### src/rtl/wt_cache_pkg.sv
// Purpose: shared types for the dcache load-port arbiter (request/response structs, owner tag).
// Latency: n/a (types and constants only).
// Backpressure: n/a.
package wt_cache_pkg;

  // Upper bound on granted-but-unanswered requests any arbiter instance may track.
  localparam int unsigned DCACHE_ARB_MAX_OUTST = 8;

  localparam int unsigned DCACHE_INDEX_WIDTH = 12;
  localparam int unsigned DCACHE_TAG_WIDTH   = 20;
  localparam int unsigned DCACHE_DATA_WIDTH  = 32;

  typedef enum logic [1:0] {
    OWN_NONE = 2'd0,
    OWN_CPU  = 2'd1,
    OWN_PF   = 2'd2
  } port_owner_e;

  // Requester -> cache: request phase (index/data_req) and tag phase (tag/tag_valid/kill).
  typedef struct packed {
    logic [DCACHE_INDEX_WIDTH-1:0]  address_index;
    logic [DCACHE_TAG_WIDTH-1:0]    address_tag;
    logic [DCACHE_DATA_WIDTH-1:0]   data_wdata;
    logic                           data_req;
    logic                           data_we;
    logic [DCACHE_DATA_WIDTH/8-1:0] data_be;
    logic [1:0]                     data_size;
    logic                           kill_req;
    logic                           tag_valid;
  } dcache_req_i_t;

  // Cache -> requester: grant and in-order response.
  typedef struct packed {
    logic                         data_gnt;
    logic                         data_rvalid;
    logic [DCACHE_DATA_WIDTH-1:0] data_rdata;
  } dcache_req_o_t;

endpackage

### src/rtl/dcache_owner_fifo.sv
// Purpose: in-order record of which requester owns each granted dcache request.
// Latency: push visible at head one cycle later; head/full/empty/count are registered state.
// Backpressure: push while full is accepted only together with a pop; pop while empty is ignored.
//
// Ports: clk, rst (sync, active-high); push/push_owner write the tail; pop retires the head;
//        full/empty/count report occupancy; head is the oldest owner (OWN_NONE when empty).
module dcache_owner_fifo
  import wt_cache_pkg::*;
#(
  parameter  int unsigned Depth = 4,
  localparam int unsigned PtrW  = (Depth > 1) ? $clog2(Depth) : 1,
  localparam int unsigned CntW  = $clog2(Depth + 1)
) (
  input  logic            clk,
  input  logic            rst,
  input  logic            push,
  input  port_owner_e     push_owner,
  input  logic            pop,
  output logic            full,
  output logic            empty,
  output port_owner_e     head,
  output logic [CntW-1:0] count
);

  port_owner_e     mem_q [Depth];
  logic [PtrW-1:0] wptr_q, rptr_q;
  logic            do_push, do_pop;

  function automatic logic [PtrW-1:0] ptr_inc(input logic [PtrW-1:0] ptr);
    return (ptr == PtrW'(Depth - 1)) ? '0 : ptr + PtrW'(1);
  endfunction

  assign full    = (count == CntW'(Depth));
  assign empty   = (count == '0);
  assign do_pop  = pop && !empty;
  // A full FIFO can still take a push when the head leaves in the same cycle.
  assign do_push = push && (!full || do_pop);
  assign head    = empty ? OWN_NONE : mem_q[rptr_q];

  always_ff @(posedge clk) begin
    if (do_push) begin
      mem_q[wptr_q] <= push_owner;
    end
  end

  always_ff @(posedge clk) begin
    if (rst) begin
      wptr_q <= '0;
      rptr_q <= '0;
      count  <= '0;
    end else begin
      if (do_push) wptr_q <= ptr_inc(wptr_q);
      if (do_pop)  rptr_q <= ptr_inc(rptr_q);
      case ({do_push, do_pop})
        2'b10:   count <= count + CntW'(1);
        2'b01:   count <= count - CntW'(1);
        default: count <= count;
      endcase
    end
  end

endmodule

### src/rtl/dcache_port_arbiter.sv
// Purpose: merges the CPU load port (strict priority) and the prefetch port onto one dcache load port.
// Latency: request/grant combinational; tag phase muxed from the owner registered at grant; rvalid/rdata combinational.
// Backpressure: no request forwarded while the owner FIFO is full; prefetch also held at MaxPfOutstanding in flight.
//
// Ports: clk, rst (sync, active-high); cpu_port_i/o and pf_port_i/o are the two requesters;
//        cache_port_o/i face the dcache; pf_inflight_o = prefetches awaiting rvalid;
//        pf_issued_o = saturating count of prefetch grants.
module dcache_port_arbiter
  import wt_cache_pkg::*;
#(
  parameter int unsigned MaxOutstanding   = 4,
  parameter int unsigned MaxPfOutstanding = 2
) (
  input  logic          clk,
  input  logic          rst,
  input  dcache_req_i_t cpu_port_i,
  output dcache_req_o_t cpu_port_o,
  input  dcache_req_i_t pf_port_i,
  output dcache_req_o_t pf_port_o,
  output dcache_req_i_t cache_port_o,
  input  dcache_req_o_t cache_port_i,
  output logic [2:0]    pf_inflight_o,
  output logic [15:0]   pf_issued_o
);

  localparam int unsigned CntW = $clog2(MaxOutstanding + 1);

  logic            fifo_full, fifo_empty;
  logic [CntW-1:0] fifo_count;
  port_owner_e     fifo_head;
  port_owner_e     push_owner;
  port_owner_e     tag_owner_q, tag_owner_d;
  logic            can_issue, sel_cpu, sel_pf;
  logic            grant, pf_grant, resp, pf_resp;

  // Full is taken before any same-cycle pop, so a full FIFO blocks new requests this cycle.
  assign can_issue  = !fifo_full;
  assign sel_cpu    = !rst && cpu_port_i.data_req && can_issue;
  assign sel_pf     = !rst && !sel_cpu && pf_port_i.data_req && can_issue &&
                      (pf_inflight_o < 3'(MaxPfOutstanding));
  assign grant      = (sel_cpu || sel_pf) && cache_port_i.data_gnt;
  assign pf_grant   = sel_pf && cache_port_i.data_gnt;
  assign push_owner = sel_pf ? OWN_PF : OWN_CPU;
  assign tag_owner_d = grant ? push_owner : OWN_NONE;

  // A response with nothing outstanding is dropped rather than popping garbage.
  assign resp    = !rst && cache_port_i.data_rvalid && !fifo_empty;
  assign pf_resp = resp && (fifo_head == OWN_PF);

  dcache_owner_fifo #(
    .Depth (MaxOutstanding)
  ) u_owner_fifo (
    .clk        (clk),
    .rst        (rst),
    .push       (grant),
    .push_owner (push_owner),
    .pop        (resp),
    .full       (fifo_full),
    .empty      (fifo_empty),
    .head       (fifo_head),
    .count      (fifo_count)
  );

  // Request fields follow this cycle's winner; tag fields follow last cycle's grant.
  always_comb begin
    cache_port_o = '0;
    if (sel_pf) begin
      cache_port_o.address_index = pf_port_i.address_index;
      cache_port_o.data_wdata    = pf_port_i.data_wdata;
      cache_port_o.data_we       = pf_port_i.data_we;
      cache_port_o.data_be       = pf_port_i.data_be;
      cache_port_o.data_size     = pf_port_i.data_size;
    end else begin
      cache_port_o.address_index = cpu_port_i.address_index;
      cache_port_o.data_wdata    = cpu_port_i.data_wdata;
      cache_port_o.data_we       = cpu_port_i.data_we;
      cache_port_o.data_be       = cpu_port_i.data_be;
      cache_port_o.data_size     = cpu_port_i.data_size;
    end
    cache_port_o.data_req = sel_cpu || sel_pf;

    if (tag_owner_q == OWN_PF) begin
      cache_port_o.address_tag = pf_port_i.address_tag;
      cache_port_o.tag_valid   = pf_port_i.tag_valid;
      cache_port_o.kill_req    = pf_port_i.kill_req;
    end else begin
      cache_port_o.address_tag = cpu_port_i.address_tag;
      if (tag_owner_q == OWN_CPU) begin
        cache_port_o.tag_valid = cpu_port_i.tag_valid;
        cache_port_o.kill_req  = cpu_port_i.kill_req;
      end
    end
    // tag_owner_q still holds pre-reset state during the reset cycle itself.
    if (rst) begin
      cache_port_o.tag_valid = 1'b0;
      cache_port_o.kill_req  = 1'b0;
    end
  end

  always_comb begin
    cpu_port_o             = '0;
    pf_port_o              = '0;
    cpu_port_o.data_gnt    = sel_cpu && cache_port_i.data_gnt;
    pf_port_o.data_gnt     = pf_grant;
    cpu_port_o.data_rvalid = resp && (fifo_head == OWN_CPU);
    pf_port_o.data_rvalid  = pf_resp;
    cpu_port_o.data_rdata  = cache_port_i.data_rdata;
    pf_port_o.data_rdata   = cache_port_i.data_rdata;
  end

  always_ff @(posedge clk) begin
    if (rst) begin
      tag_owner_q   <= OWN_NONE;
      pf_inflight_o <= '0;
      pf_issued_o   <= '0;
    end else begin
      tag_owner_q <= tag_owner_d;
      case ({pf_grant, pf_resp})
        2'b10:   pf_inflight_o <= pf_inflight_o + 3'd1;
        2'b01:   pf_inflight_o <= pf_inflight_o - 3'd1;
        default: pf_inflight_o <= pf_inflight_o;
      endcase
      if (pf_grant && (pf_issued_o != 16'hFFFF)) begin
        pf_issued_o <= pf_issued_o + 16'd1;
      end
    end
  end

  a_rvalid_needs_owner: assert property (@(posedge clk) disable iff (rst)
    cache_port_i.data_rvalid |-> !fifo_empty)
    else $error("dcache rvalid with no outstanding request");

  a_count_bounded: assert property (@(posedge clk) disable iff (rst)
    fifo_count <= CntW'(MaxOutstanding))
    else $error("owner FIFO over capacity");

endmodule

### config.mk
export PLATFORM = sky130hd
export DESIGN_NAME = dcache_port_arbiter
export DESIGN_NICKNAME = d
export VERILOG_FILES = /design/src/rtl/wt_cache_pkg.sv /design/src/rtl/dcache_owner_fifo.sv /design/src/rtl/dcache_port_arbiter.sv
export SDC_FILE = /design/constraint.sdc
export NUM_CORES = 1
export LEC_CHECK = 0
export BUFFER_PORTS_ARGS = -buffer_cell sky130_fd_sc_hd__buf_4
export CORE_AREA = 2 2 134 136
export CTS_BUF_LIST = sky130_fd_sc_hd__clkbuf_4
export DETAILED_ROUTE_END_ITERATION = 7
export DIE_AREA = 0 0 136 138
export SETUP_SLACK_MARGIN = 0.05
export SYNTH_ARGS = -nofsm -noshare
export SYNTH_HDL_FRONTEND = slang
export SYNTH_SLANG_ARGS = --single-unit
### constraint.sdc
create_clock -name clk -period 7.93 [get_ports clk]
set_input_delay 1.586 -clock clk [delete_from_list [all_inputs] [get_ports clk]]
set_output_delay 1.586 -clock clk [all_outputs]
set_load 0.1 [all_outputs]
Word level (Yosys, flattened, before mapping)
Memory sizes are Yosys's and may differ from the RTL's. A register that Yosys moved wholly into a read port is not among the register bits.
Cells that the tools add are included.
{ "word_totals": {"mem_count": 1, "out_inout_bits": 161, "mem_bits_rw": 8, "register_bits": 28} }
{ "memory_table": {"columns": ["name", "words", "word_bits", "read_ports", "rd_clocked_by_memory_dff", "wr", "line_no", "source"], "rows": [
  ["u_owner_fifo.mem_q", 4, 2, 1, 1, 1, "dcache_owner_fifo.sv:25", "port_owner_e mem_q [Depth];"]
]} }
{ "op_classes": {"magnitude_cmp": 1, "n_mux": 17, "eq_ne": 12, "reduce_logical": 26, "addsub": 7, "bitwise": 1} }
{ "op_table": {"columns": ["op", "count"], "rows": [
  ["32-bit 2-to-1 mux", 1],
  ["20-bit 2-to-1 mux", 1],
  ["2-bit 2-to-1 mux", 9],
  ["16-bit by 1-bit adder with 16-bit output (second input constant)", 1],
  ["1-bit logical AND", 16],
  ["16-bit inequality test (second input constant)", 1],
  ["2-bit == test (second input constant)", 6],
  ["12-bit 2-to-1 mux", 1],
  ["3-bit case mux with 2 select lines", 2],
  ["2-bit by 1-bit == test with 1-bit output (second input constant)", 4],
  ["7-bit 2-to-1 mux", 1],
  ["3-bit by 1-bit adder with 3-bit output (second input constant)", 2],
  ["3-bit by 1-bit subtractor with 3-bit output (second input constant)", 2],
  ["2-bit by 1-bit adder with 2-bit output (second input constant)", 2],
  ["1-bit logical NOT", 4],
  ["2-bit nonzero test", 2],
  ["3-bit == test (second input constant)", 1],
  ["3-bit logical NOT", 1],
  ["3-bit by 2-bit less-than comparator with 1-bit output (second input constant)", 1],
  ["1-bit logical OR", 2],
  ["1-bit 2-to-1 mux", 2],
  ["2-bit OR reduction", 1],
  ["1-bit NOT", 1]
]} }

Longest topological paths before layout
Gate-level depths: netlist of the first run.
{ "logic_depth": {"depth_word": 13, "mapped_depth": 11, "depth_no_buf": 10} }

Cells and area by module
From an unflattened synthesis of the first run, not the netlist that was laid out.
{ "unflattened": {"hier_cells": 344, "hier_area_um2": 3311.9} }
{ "by_module_without_submodules": {"columns": ["module", "cells_each", "area_per_inst_um2", "instances", "seq_area_each_um2"], "rows": [
  ["dcache_port_arbiter", 279, 2496.1, 1, 420.4],
  ["dcache_owner_fifo", 65, 815.8, 1, 420.4]
]} }

Worst setup path before layout of the first run
Ideal clock, no wire load.
{ "synth_timing": {"path_kind": "input-to-output", "startpoint": "in rst", "endpoint": "out cache_port_o[9] (netlist name)", "t_arrival_ps": 4207, "path_slack_ps": 2137, "stages": 3, "path_cell_list": "clkbuf_1 > clkbuf_1 > nor3b_1"} }
{ "synth_lines": {"columns": ["element", "line_no", "source"], "rows": [
  ["start: declaration", "dcache_port_arbiter.sv:15", "input logic rst,"],
  ["end: declaration", "dcache_port_arbiter.sv:20", "output dcache_req_i_t cache_port_o,"]
]} }

==> metrics.md, run 1 <==
| Metric | Value |
|---|---|
| Layout area overhead | 52.6% |
| Post-CTS setup buffers | 0 |
| Largest net degree at the start of global routing | 57 |
| Share of post-route cells with drive strength above 1 | 64.9% |
| Synth area leaders | mux2_2 (25%), dfxtp_1 (18%), buf_4 (15%) |
| Largest area contributor in the netlist | mux2_2 |
| Largest family of logic cells by synthesized area | multiplexers |
| Final worst slack | 2.91 ns |
| Complex-gate fraction of the synthesized area | 7.52% |
| Crit path buffers/inverters | 3 |
| PostCTS Resize Cnt | 0 |
| Tightest Hold Check Type | reg2reg |
| Setup TNS | 0 ns |
| RePlAce Congestion | 0.793 |
| # diodes | 0 |
| Clock tree buffer depth | 2 |
| Initial antenna violation count | 0 |
| # rows | 49 |
| Pre-CTS setup slack | 2.89 ns |
| Synthesis-stage register bit count | 38 |
| Final Hold Fails | 0 |
| First-pass GRT wire length | 15.9 mm |
| Dpl cells | 748 |
| PD cells | 148 mW/mm² |
| Outcome | complete, no violations |
| Drt wl/cell | 14.6 µm |
| Antenna viol nets, final | 0 |
| FFs w/ async S/R, synth | 0% |
| Net Sw Frac | 44.1% |
| Internal power | 413 µW |
| Synth warn | 0 |
| Worst-Skew Late Latency | 0.35 ns |
| Drt first pass iters | 4 |
| Vias per inst | 4.20 |
| Count leader, synth | mux2_2 |
| Clock Root Buffer | clkbuf_4 |
| IO buf count | 248 |
| Top-area cell type share of the netlist area | 25.1% |
| Clock share of power | 23.1% |
| DRT iter0 DRCs | 80 |
| CP Class | in2out |
| Cell family with the largest share of critical-path delay | buffers and inverters |
| Cells along the critical path | buf_4, nor2_1, nand3_2, buf_4, mux2_2, buf_4 |
| Die Height | 138 µm |
| Simple-gate share of the synthesized area | 14.7% |
| Fmax | 199 MHz |
| Register area share after synthesis | 25.7% |
| Pwr Total | 739 µW |
| Post-Syn Area | 0.00328 mm² |
| Drt total wl | 11.0 mm |
| Io pins | 345 |
| CP Max Fanout | 56 |
| Top_reg_cell synth | dfxtp_1 |
| Combinational share of power | 49.0% |
| Vias | 3173 |
| Max-cap violations | 0 |
| Post-synthesis adder-cell area fraction | 4.28% |
| CTS Hold Bufs | 0 |
| # clock sinks | 38 |
| Worst Path Arrival | 3.44 ns |
| # fillers | 1921 |
| Most frequent CP cell | buf_4 |
| Syn nets | 543 |
| Worst Tran Pin Value | 1.02 ns |
| Post-layout min period | 5.02 ns |
| Final setup fails | 0 |
| Post-synth EDFFs | 8 |
| Clock transition at path regs | 0.12 ns |
| Final Non-Filler Cells | 756 |
| H-tree depth | 2 |
| Crit path largest cell delay | 0.52 ns |
| Slowest CP cell | buf_4 |
| Unique masters post-synth | 42 |
| Seq pwr share | 27.9% |
| Initial core utilization | 18.7% |
| Vias in the first global route | 3068 |
| Total track usage | 10.8% |
| Critical path capture point type | primary output |
| Element type at the critical path start | input pin |
| RSZ-0062 raised after global routing | false |
| P_sw | 326 µW |
| Die Width | 136 µm |
| Drt drc | 0 |
| Slew HR | 31.8% |
| VDD IR max | 0.0000811 V |
| Post-synth top cells | mux2_2 (73), buf_4 (66), dfxtp_1 (30) |
| Static Leak | 0.00222 µW |
| Mux contribution to synthesized area | 27.7% |
| Max-slew violations | 0 |
| Die Footprint | 0.0188 mm² |
| Gr ovfl total | 0 |
| Fin crit share | 63.4% |
| TritonCTS Buffers | 5 |
| Data required, critical path | 6.34 ns |
| Post-Synth XOR/XNOR Area | 1.07% |
| HPWL Detailed | 9.22 mm |
| Core area | 0.0175 mm² |
| Syn Area/Cell | 9.39 µm² |
| WHS | 0.511 ns |
| Post-synthesis cell count | 349 |
| Final #Nets | 720 |
| CTS tree | built |
| Worst clock skew | 0.0110 ns |
[path summary, 6_finish.rpt]
check                        startpoint                     to  slack, ns  cells past startpoint
hold reg to reg   u_owner_fifo.count[2]  u_owner_fifo.count[2]       0.51                      2
hold / removal    u_owner_fifo.count[2]  u_owner_fifo.count[2]       0.51                      2
setup reg to reg               register       pf_inflight_o[2]       5.18                      8
setup / recovery                    rst       cache_port_o[26]       2.91                      6
[placed cells by master (no fill, tap or decap), types with 2 or more instances in the layout]
cell and n:
buf_4 251, mux2_2 73, dfxtp_1 30, nor2_1 20, inv_1 17, a21oi_1 17
o31ai_1 10, or4_1 9, nand2_1 8, ha_1 8, edfxtp_1 8, and2_1 6
nand4_1 5, o21ai_0 5, or3_1 5, clkbuf_4 5, nor3_1 4, mux2i_1 4
xor2_1 4, nor4_1 4, nor2b_1 3, nor3b_1 3, nand3_1 3, mux4_2 2
a22oi_1 2, fa_1 2, bufinv_16 2
[kinds of logic (layout without fill, tap and decap cells)]
group,count (synthesis),after routing
simple gates,81,81
mux,79,79
buf+inv,98,276
xor+xnor,4,4
compound gates,39,39
fa+ha+maj,10,10
flops,38,38
[area by class of cell]
class                   count  area [µm²]  share of cell area (%)
inverters                  17        63.8                    1.28
flip-flops and latches     38         841                    16.8
well taps                 229         287                    5.73
multi-input cells         213        1820                    36.4
clock inverters             3        68.8                    1.38
repair buffers            251        1880                    37.7
clock buffers               5        37.5                   0.751
[power groups by stage]
stage	clock network, µW	registers [µW]	logic [µW]
floorplan	0	213	408
global placement	0	211	363
detailed placement	0	211	364
CTS	175	206	365
global route	182	207	376
finish	171	206	362
[stage by stage]
step / utilization [%] / instance area (µm²)
5_1_grt: 28.5 / 5000
3_3_place_gp: 27.9 / 4890
6_report: 28.5 / 5000
4_1_cts: 28.5 / 5000
3_5_place_dp: 27.9 / 4890
2_1_floorplan: - / 3280
[metal layers]
| layer | share of wire (%) | GRT usage, % |
|---|---|---|
| met2 | 51 | 20.2 |
| met4 | 1.6 | 3.18 |
| met1 | 37 | 11.5 |
| met5 | 0 | 0 |
| met3 | 11 | 3.15 |
[worst reg2reg max path: stages (launching register included)]
cell,delay [ns]
dfxtp_1,0.41
mux4_2,0.52
nor4b_1,0.46
ha_1,0.27
inv_1,0.06
fa_1,0.37
xor2_1,0.16
or3_1,0.30
a21oi_1,0.13
[flip-flops by register name, indices dropped and copies added, names as in the netlist, named ones only]
register	cells
u_owner_fifo.wptr_q	2
u_owner_fifo.count	3
pf_issued_o	16
tag_owner_q	2
u_owner_fifo.rptr_q	2
u_owner_fifo.mem_q	8
pf_inflight_o	3
Note: power is estimated with default switching activity, not from simulation.
==> run 2, diff against run 1 <==
- clock period: 7.93 -> 4.7 ns (I/O delays scaled with it)
==> run 2 against run 1 <==
Net effect: largest power group unchanged; worst hold slack got worse by 0.0038 ns; clock-buffer cell count did not move; first-iteration DRC count fell by 13%.
==> metrics.md, run 2 (synthesized netlist as in run 1, its figures left out) <==
| Metric | Value |
|---|---|
| Outcome | complete, no violations |
| RSZ-0062 raised after global routing | false |
| Hold path depth | 2 (unchanged) |
| Pre-CTS setup slack | 0.862 ns (-2.03 ns) |
| CP Max Fanout | 27 (-52%) |
| Antenna viol nets, final | 0 (unchanged) |
| Post-layout min period | 3.80 ns |
| RePlAce Congestion | 0.829 (+4.5%) |
| Worst Path Arrival | 2.86 ns (-0.58 ns) |
| Data required, critical path | 3.76 ns (-2.58 ns) |
| Vias | 3187 (+0.44%) |
| Final #Nets | 723 (+0.42%) |
| Utilization after layout | 28.5% (about the same) |
| Die Height | 138 µm (unchanged) |
| Total track usage | 11.1% (+0.36 points) |
| Drt first pass iters | 4 (unchanged) |
| WHS | 0.507 ns (-0.00385 ns) |
| Worst clock skew | 0.0106 ns (-0.000357 ns) |
| PostCTS Resize Cnt | 0 (unchanged) |
| Crit path largest cell delay | 0.56 ns (+0.04 ns) |
| Regs by FF count | pf_issued_o (16), u_owner_fifo.mem_q (8) |
| Gr ovfl total | 0 (unchanged) |
| R2R setup slack | 1.94 ns (-3.24 ns) |
| # clock sinks | 38 (unchanged) |
| Slew HR | 33.0% (+1.2 points) |
| Final Hold Fails | 0 (unchanged) |
| Reg-to-Reg End | pf_inflight_o[2] |
| Clock Root Buffer | clkbuf_4 |
| Drt wl/cell | 15.0 µm (+2.5%) |
| Critical path capture point type | primary output |
| Clock share of power | 19.7% (-3.4 points) |
| Register-to-Register Path Depth | 8 (unchanged) |
| Die Width | 136 µm (unchanged) |
| Cells along the critical path | buf_4, nor2_1, nand3_2, buf_4, mux2_2, buf_4 |
| TritonCTS Buffers | 5 (unchanged) |
| Static Leak | 0.00221 µW (-0.18%) |
| Combinational share of power | 51.3% (+2.3 points) |
| Reg with most FFs | pf_issued_o |
| PD cells | 240 mW/mm² (+62%) |
| Internal power | 643 µW (+56%) |
| Min-Delay Endpoint | u_owner_fifo.count[2] |
| H-tree depth | 2 (unchanged) |
| Share of post-route cells with drive strength above 1 | 65.1% (+0.20 points) |
| Slowest CP cell | nand3_2 |
| Final worst slack | 0.904 ns (-2.00 ns) |
| IO buf count | 248 (unchanged) |
| Commonest non-fill, non-tap cells in the layout | buf_4 (254), mux2_2 (73), dfxtp_1 (30), nor2_1 (20) |
| First-pass GRT wire length | 16.2 mm (+1.9%) |
| Seq pwr share | 29.0% (+1.1 points) |
| Largest register FFs | 16 (unchanged) |
| Cell Area, Placed | 0.00492 mm² (+0.46%) |
| VDD IR max | 0.000109 V (+34%) |
| Clock transition at path regs | 0.12 ns (about the same) |
| Io pins | 345 (unchanged) |
| DRT iter0 DRCs | 70 (-13%) |
| Worst-Skew Late Latency | 0.37 ns (+0.02 ns) |
| Vias per inst | 4.19 (about the same) |
| # fillers | 1897 (-1.2%) |
| P_sw | 556 µW (+70%) |
| Drt total wl | 11.4 mm (+3.0%) |
| Initial core utilization | 18.7% (unchanged) |
| Commonest non-fill, non-tap cell in the layout | buf_4 |
| Critical hold path startpoint | u_owner_fifo.count[2] |
| HPWL Detailed | 9.47 mm (+2.7%) |
| Tightest Hold Check Type | reg2reg |
| Element type at the critical path start | input pin |
| Vias in the first global route | 3017 (-1.7%) |
| Post-CTS setup buffers | 0 (unchanged) |
| Drt drc | 0 (unchanged) |
| # rows | 49 (unchanged) |
| Register Area | 841 µm² (unchanged) |
| Worst Tran Pin Value | 1.00 ns (-0.0181 ns) |
| Fmax | 263 MHz |
| Core area | 0.0175 mm² (unchanged) |
| Final setup fails | 0 (unchanged) |
| Most frequent CP cell | buf_4 |
| Footprint of the multi-input gates | 0.00182 mm² (unchanged) |
| CTS Hold Bufs | 0 (unchanged) |
| Setup TNS | 0 ns (unchanged) |
| Initial antenna violation count | 1 (+1) |
| CTS tree | built |
| Fin crit share | 80.8% |
| Die Footprint | 0.0188 mm² (unchanged) |
| Post-route cell area | 0.00500 mm² (about the same) |
| Max-slew violations | 0 (unchanged) |
| Largest net degree at the start of global routing | 36 (-37%) |
| Clock tree buffer depth | 2 (unchanged) |
| CP Class | in2out |
| Layout area overhead | 52.7% (about the same) |
| Net Sw Frac | 46.4% (+2.2 points) |
| Max-cap violations | 0 (unchanged) |
-- run 2: layout make-up --
type	instances	share of cell area, %
repair buffers	254	38.1
multi-input cells	213	36.4
flip-flops and latches	38	16.8
well taps	229	5.73
inverters	17	1.28
clock inverters	3	0.900
clock buffers	5	0.750
diodes	1	0.0500
-- run 2: worst max path at each step --
stage	start	end	slack (ns)	cells past startpoint
finish	rst	cache_port_o[69]	0.90	6
floorplan	rst	cache_port_o[9]	0.20	3
CTS	rst	cache_port_o[69]	0.86	6
global placement	rst	cache_port_o[69]	0.88	6
global route	rst	cache_port_o[69]	0.73	6
detailed placement	rst	cache_port_o[69]	0.86	6
-- run 2: power groups by stage --
stage / sequential, µW / clock (µW) / combinational, µW
floorplan: 360 / 0 / 688
global placement: 355 / 0 / 616
detailed placement: 356 / 0 / 617
CTS: 348 / 242 / 619
global route: 350 / 254 / 638
finish: 348 / 236 / 615
-- run 2: critical path: cells and delay by family --
kind	cells	cell delay, ns
and+or+nand+nor	2	0.77
muxes	1	0.26
buffers and inverters	3	0.87
-- run 2: layer usage --
| metal | track usage (%) | vias up | share of wire, % |
|---|---|---|---|
| met4 | 3.13 | 0 | 1.5 |
| met1 | 11.8 | 1411 | 36 |
| met2 | 21.0 | 215 | 51 |
| li1 | - | 1545 | - |
| met5 | 0 | - | 0 |
| met3 | 3.19 | 16 | 11 |
-- run 2: metrics by stage --
stage / power (µW) / cells
2_1_floorplan: 1050 / 349
3_3_place_gp: 971 / 751
3_5_place_dp: 973 / 751
4_1_cts: 1210 / 759
5_1_grt: 1240 / 760
6_report: 1200 / 760
==> run 3, diff against run 2 <==
- clock period: 4.7 -> 3.3 ns (I/O delays scaled with it)
==> run 3 against run 2 <==
Net effect: core utilization up 0.17 points; sequential power grew 43%; combinational power grew 42%; worst hold slack improved by 0.021 ns; non-clock buffer count up 1; setup slack lost 0.56 ns; final cell count increased by 0.13%; clock skew is 0.0010 ns higher; critical path depth decreased by 1; clock-buffer cell count unchanged; critical endpoint is now cache_port_o[27]; highest routed layer unchanged.
==> metrics.md, run 3 (synthesized netlist as in run 1, its figures left out) <==
| Metric | Value |
|---|---|
| Outcome | complete, no violations |
| Worst Tran Pin Value | 0.628 ns (-0.373 ns) |
| PostCTS Resize Cnt | 0 (unchanged) |
| Drt total wl | 11.1 mm (-2.8%) |
| First-pass GRT wire length | 16.0 mm (-1.5%) |
| Slowest CP cell | or3b_1 |
| Worst-Skew Late Latency | 0.37 ns (about the same) |
| DRT iter0 DRCs | 66 (-5.7%) |
| Max-cap violations | 0 (unchanged) |
| Vias in the first global route | 3193 (+5.8%) |
| CP Class | reg2out |
| Worst clock skew | 0.0116 ns (+0.00102 ns) |
| Largest register FFs | 16 (unchanged) |
| Initial core utilization | 18.7% (unchanged) |
| Gr ovfl total | 0 (unchanged) |
| Total track usage | 10.8% (-0.32 points) |
| Io pins | 345 (unchanged) |
| RSZ-0062 raised after global routing | false |
| Setup TNS | 0 ns (unchanged) |
| Final Non-Filler Cells | 761 (+0.13%) |
| Post-CTS setup buffers | 0 (unchanged) |
| H-tree depth | 2 (unchanged) |
| Fmax | 339 MHz |
| PD cells | 340 mW/mm² (+42%) |
| CTS tree | built |
| Fin crit share | 89.4% |
| R2R setup slack | 0.65 ns (-1.29 ns) |
| TritonCTS Buffers | 5 (unchanged) |
| Antenna viol nets, final | 0 (unchanged) |
| Vias | 3244 (+1.8%) |
| Layout area overhead | 53.6% |
| Origin of the worst setup path | u_owner_fifo.count[0] |
| Worst Path Arrival | 2.29 ns (-0.57 ns) |
| Final #Nets | 724 (+0.14%) |
| Drt wl/cell | 14.5 µm (-3.0%) |
| Tightest Hold Check Type | reg2reg |
| Die Footprint | 0.0188 mm² (unchanged) |
| Uppermost routed layer | met4 |
| # clock sinks | 38 (unchanged) |
| Clock Root Buffer | clkbuf_4 |
| HPWL Detailed | 9.17 mm (-3.1%) |
| VDD IR max | 0.000149 V (+37%) |
| Drt drc | 0 (unchanged) |
| Commonest non-fill, non-tap cells in the layout | buf_4 (254), mux2_2 (73), dfxtp_1 (30), nor2_1 (20) |
| CTS Hold Bufs | 0 (unchanged) |
| Dpl cells | 752 (+0.13%) |
| Reg with most FFs | pf_issued_o |
| Crit path largest cell delay | 0.46 ns (-0.10 ns) |
| Static Leak | 0.00223 µW (+0.78%) |
| # fillers | 1900 (+0.16%) |
| Met2 wire length | 5.72 mm (-1.5%) |
| Clock transition at path regs | 0.12 ns (about the same) |
| Met1 wire length | 3.82 mm (-7.4%) |
| Max-slew violations | 0 (unchanged) |
| Drt first pass iters | 4 (unchanged) |
| CP Max Fanout | 56 (+110%) |
| Register-to-Register Path Depth | 9 (+1) |
| Largest net degree at the start of global routing | 57 (+58%) |
| RePlAce Congestion | 0.753 (-9.2%) |
| # rows | 49 (unchanged) |
| Pwr Total | 1710 µW (+43%) |
| Commonest non-fill, non-tap cell in the layout | buf_4 |
| Element type at the critical path start | register |
| Met3 wire length | 1.28 mm (+1.3%) |
| Data required, critical path | 2.64 ns (-1.12 ns) |
| Die Width | 136 µm (unchanged) |
| Critical path destination | cache_port_o[27] |
| Cells along the critical path | or3b_1, nand3_2, buf_12, mux2_2, buf_4 |
| Post-layout min period | 2.95 ns |
| Core area | 0.0175 mm² (unchanged) |
| Vias per inst | 4.26 (+1.7%) |
| Initial antenna violation count | 1 (unchanged) |
| Share of post-route cells with drive strength above 1 | 65.5% (+0.44 points) |
| Slew HR | 57.8% (+25 points) |
| Critical path capture point type | primary output |
| Final setup fails | 0 (unchanged) |
| Final Hold Fails | 0 (unchanged) |
| Die Height | 138 µm (unchanged) |
| IO buf count | 248 (unchanged) |
| Clock tree buffer depth | 2 (unchanged) |
| Regs by FF count | pf_issued_o (16), u_owner_fifo.mem_q (8) |
| Reg-to-Reg End | pf_inflight_o[2] |
[run 3: cell count changes in the layout (fill, tap and decap cells not counted)]
cell / previous run / this run
nor3b_1: 3 / 1
nor3b_2: 1 / 3
buf_12: 0 / 1
[run 3: per-layer routing]
metal  vias to the layer above  track usage [%]
met4                         0             3.89
met5                         -                0
met3                        20             3.15
met2                       215             20.9
li1                       1543                -
met1                      1466             10.7
[run 3: worst max-delay path, delay by kind of cell (launching register included)]
family                 cells  cell delay (ns)
DFF                        1             0.37
buffers and inverters      2             0.49
muxes                      1             0.40
and+or+nand+nor            2             0.60
[run 3: final cells by class]
type	count	area, µm²	area share [%]
Sequential cell	38	841	16.7
Clock inverter	3	45.0	0.895
Tap cell	229	287	5.69
Inverter	17	63.8	1.27
Timing Repair Buffer	255	1930	38.3
Clock buffer	5	37.5	0.746
Antenna cell	1	2.50	0.0497
Multi-Input combinational cell	213	1830	36.3
[run 3: through the flow]
stage / hold slack (ns) / worst slack (ns) / area [µm²] / util (%)
finish: 0.529 / 0.349 / 5030 / 28.7
global route: 0.546 / 0.249 / 5030 / 28.7
CTS: 0.529 / 0.313 / 5030 / 28.7
detailed placement: 0.510 / 0.579 / 4950 / 28.2
global placement: 0.501 / 0.604 / 4950 / 28.2
floorplan: 0.467 / 0.0870 / 3290 / -
[run 3: where the power goes]
part / switching [µW] / total, µW / internal [µW]
Combinational: 602 / 875 / 273
Sequential: 10.6 / 496 / 485
Clock: 180 / 339 / 159
Total: 792 / 1710 / 917
[run 3: worst min path at each step]
stage                                startpoint                     end  slack (ns)  cells past startpoint
after detailed placement  u_owner_fifo.count[2]   u_owner_fifo.count[2]        0.51                      2
after global routing                        rst  u_owner_fifo.wptr_q[1]        0.55                      2
after CTS                 u_owner_fifo.count[2]   u_owner_fifo.count[2]        0.53                      2
after global placement    u_owner_fifo.count[2]   u_owner_fifo.count[2]        0.50                      2
after floorplan           u_owner_fifo.count[2]   u_owner_fifo.count[2]        0.47                      2
final                     u_owner_fifo.count[2]   u_owner_fifo.count[2]        0.53                      2
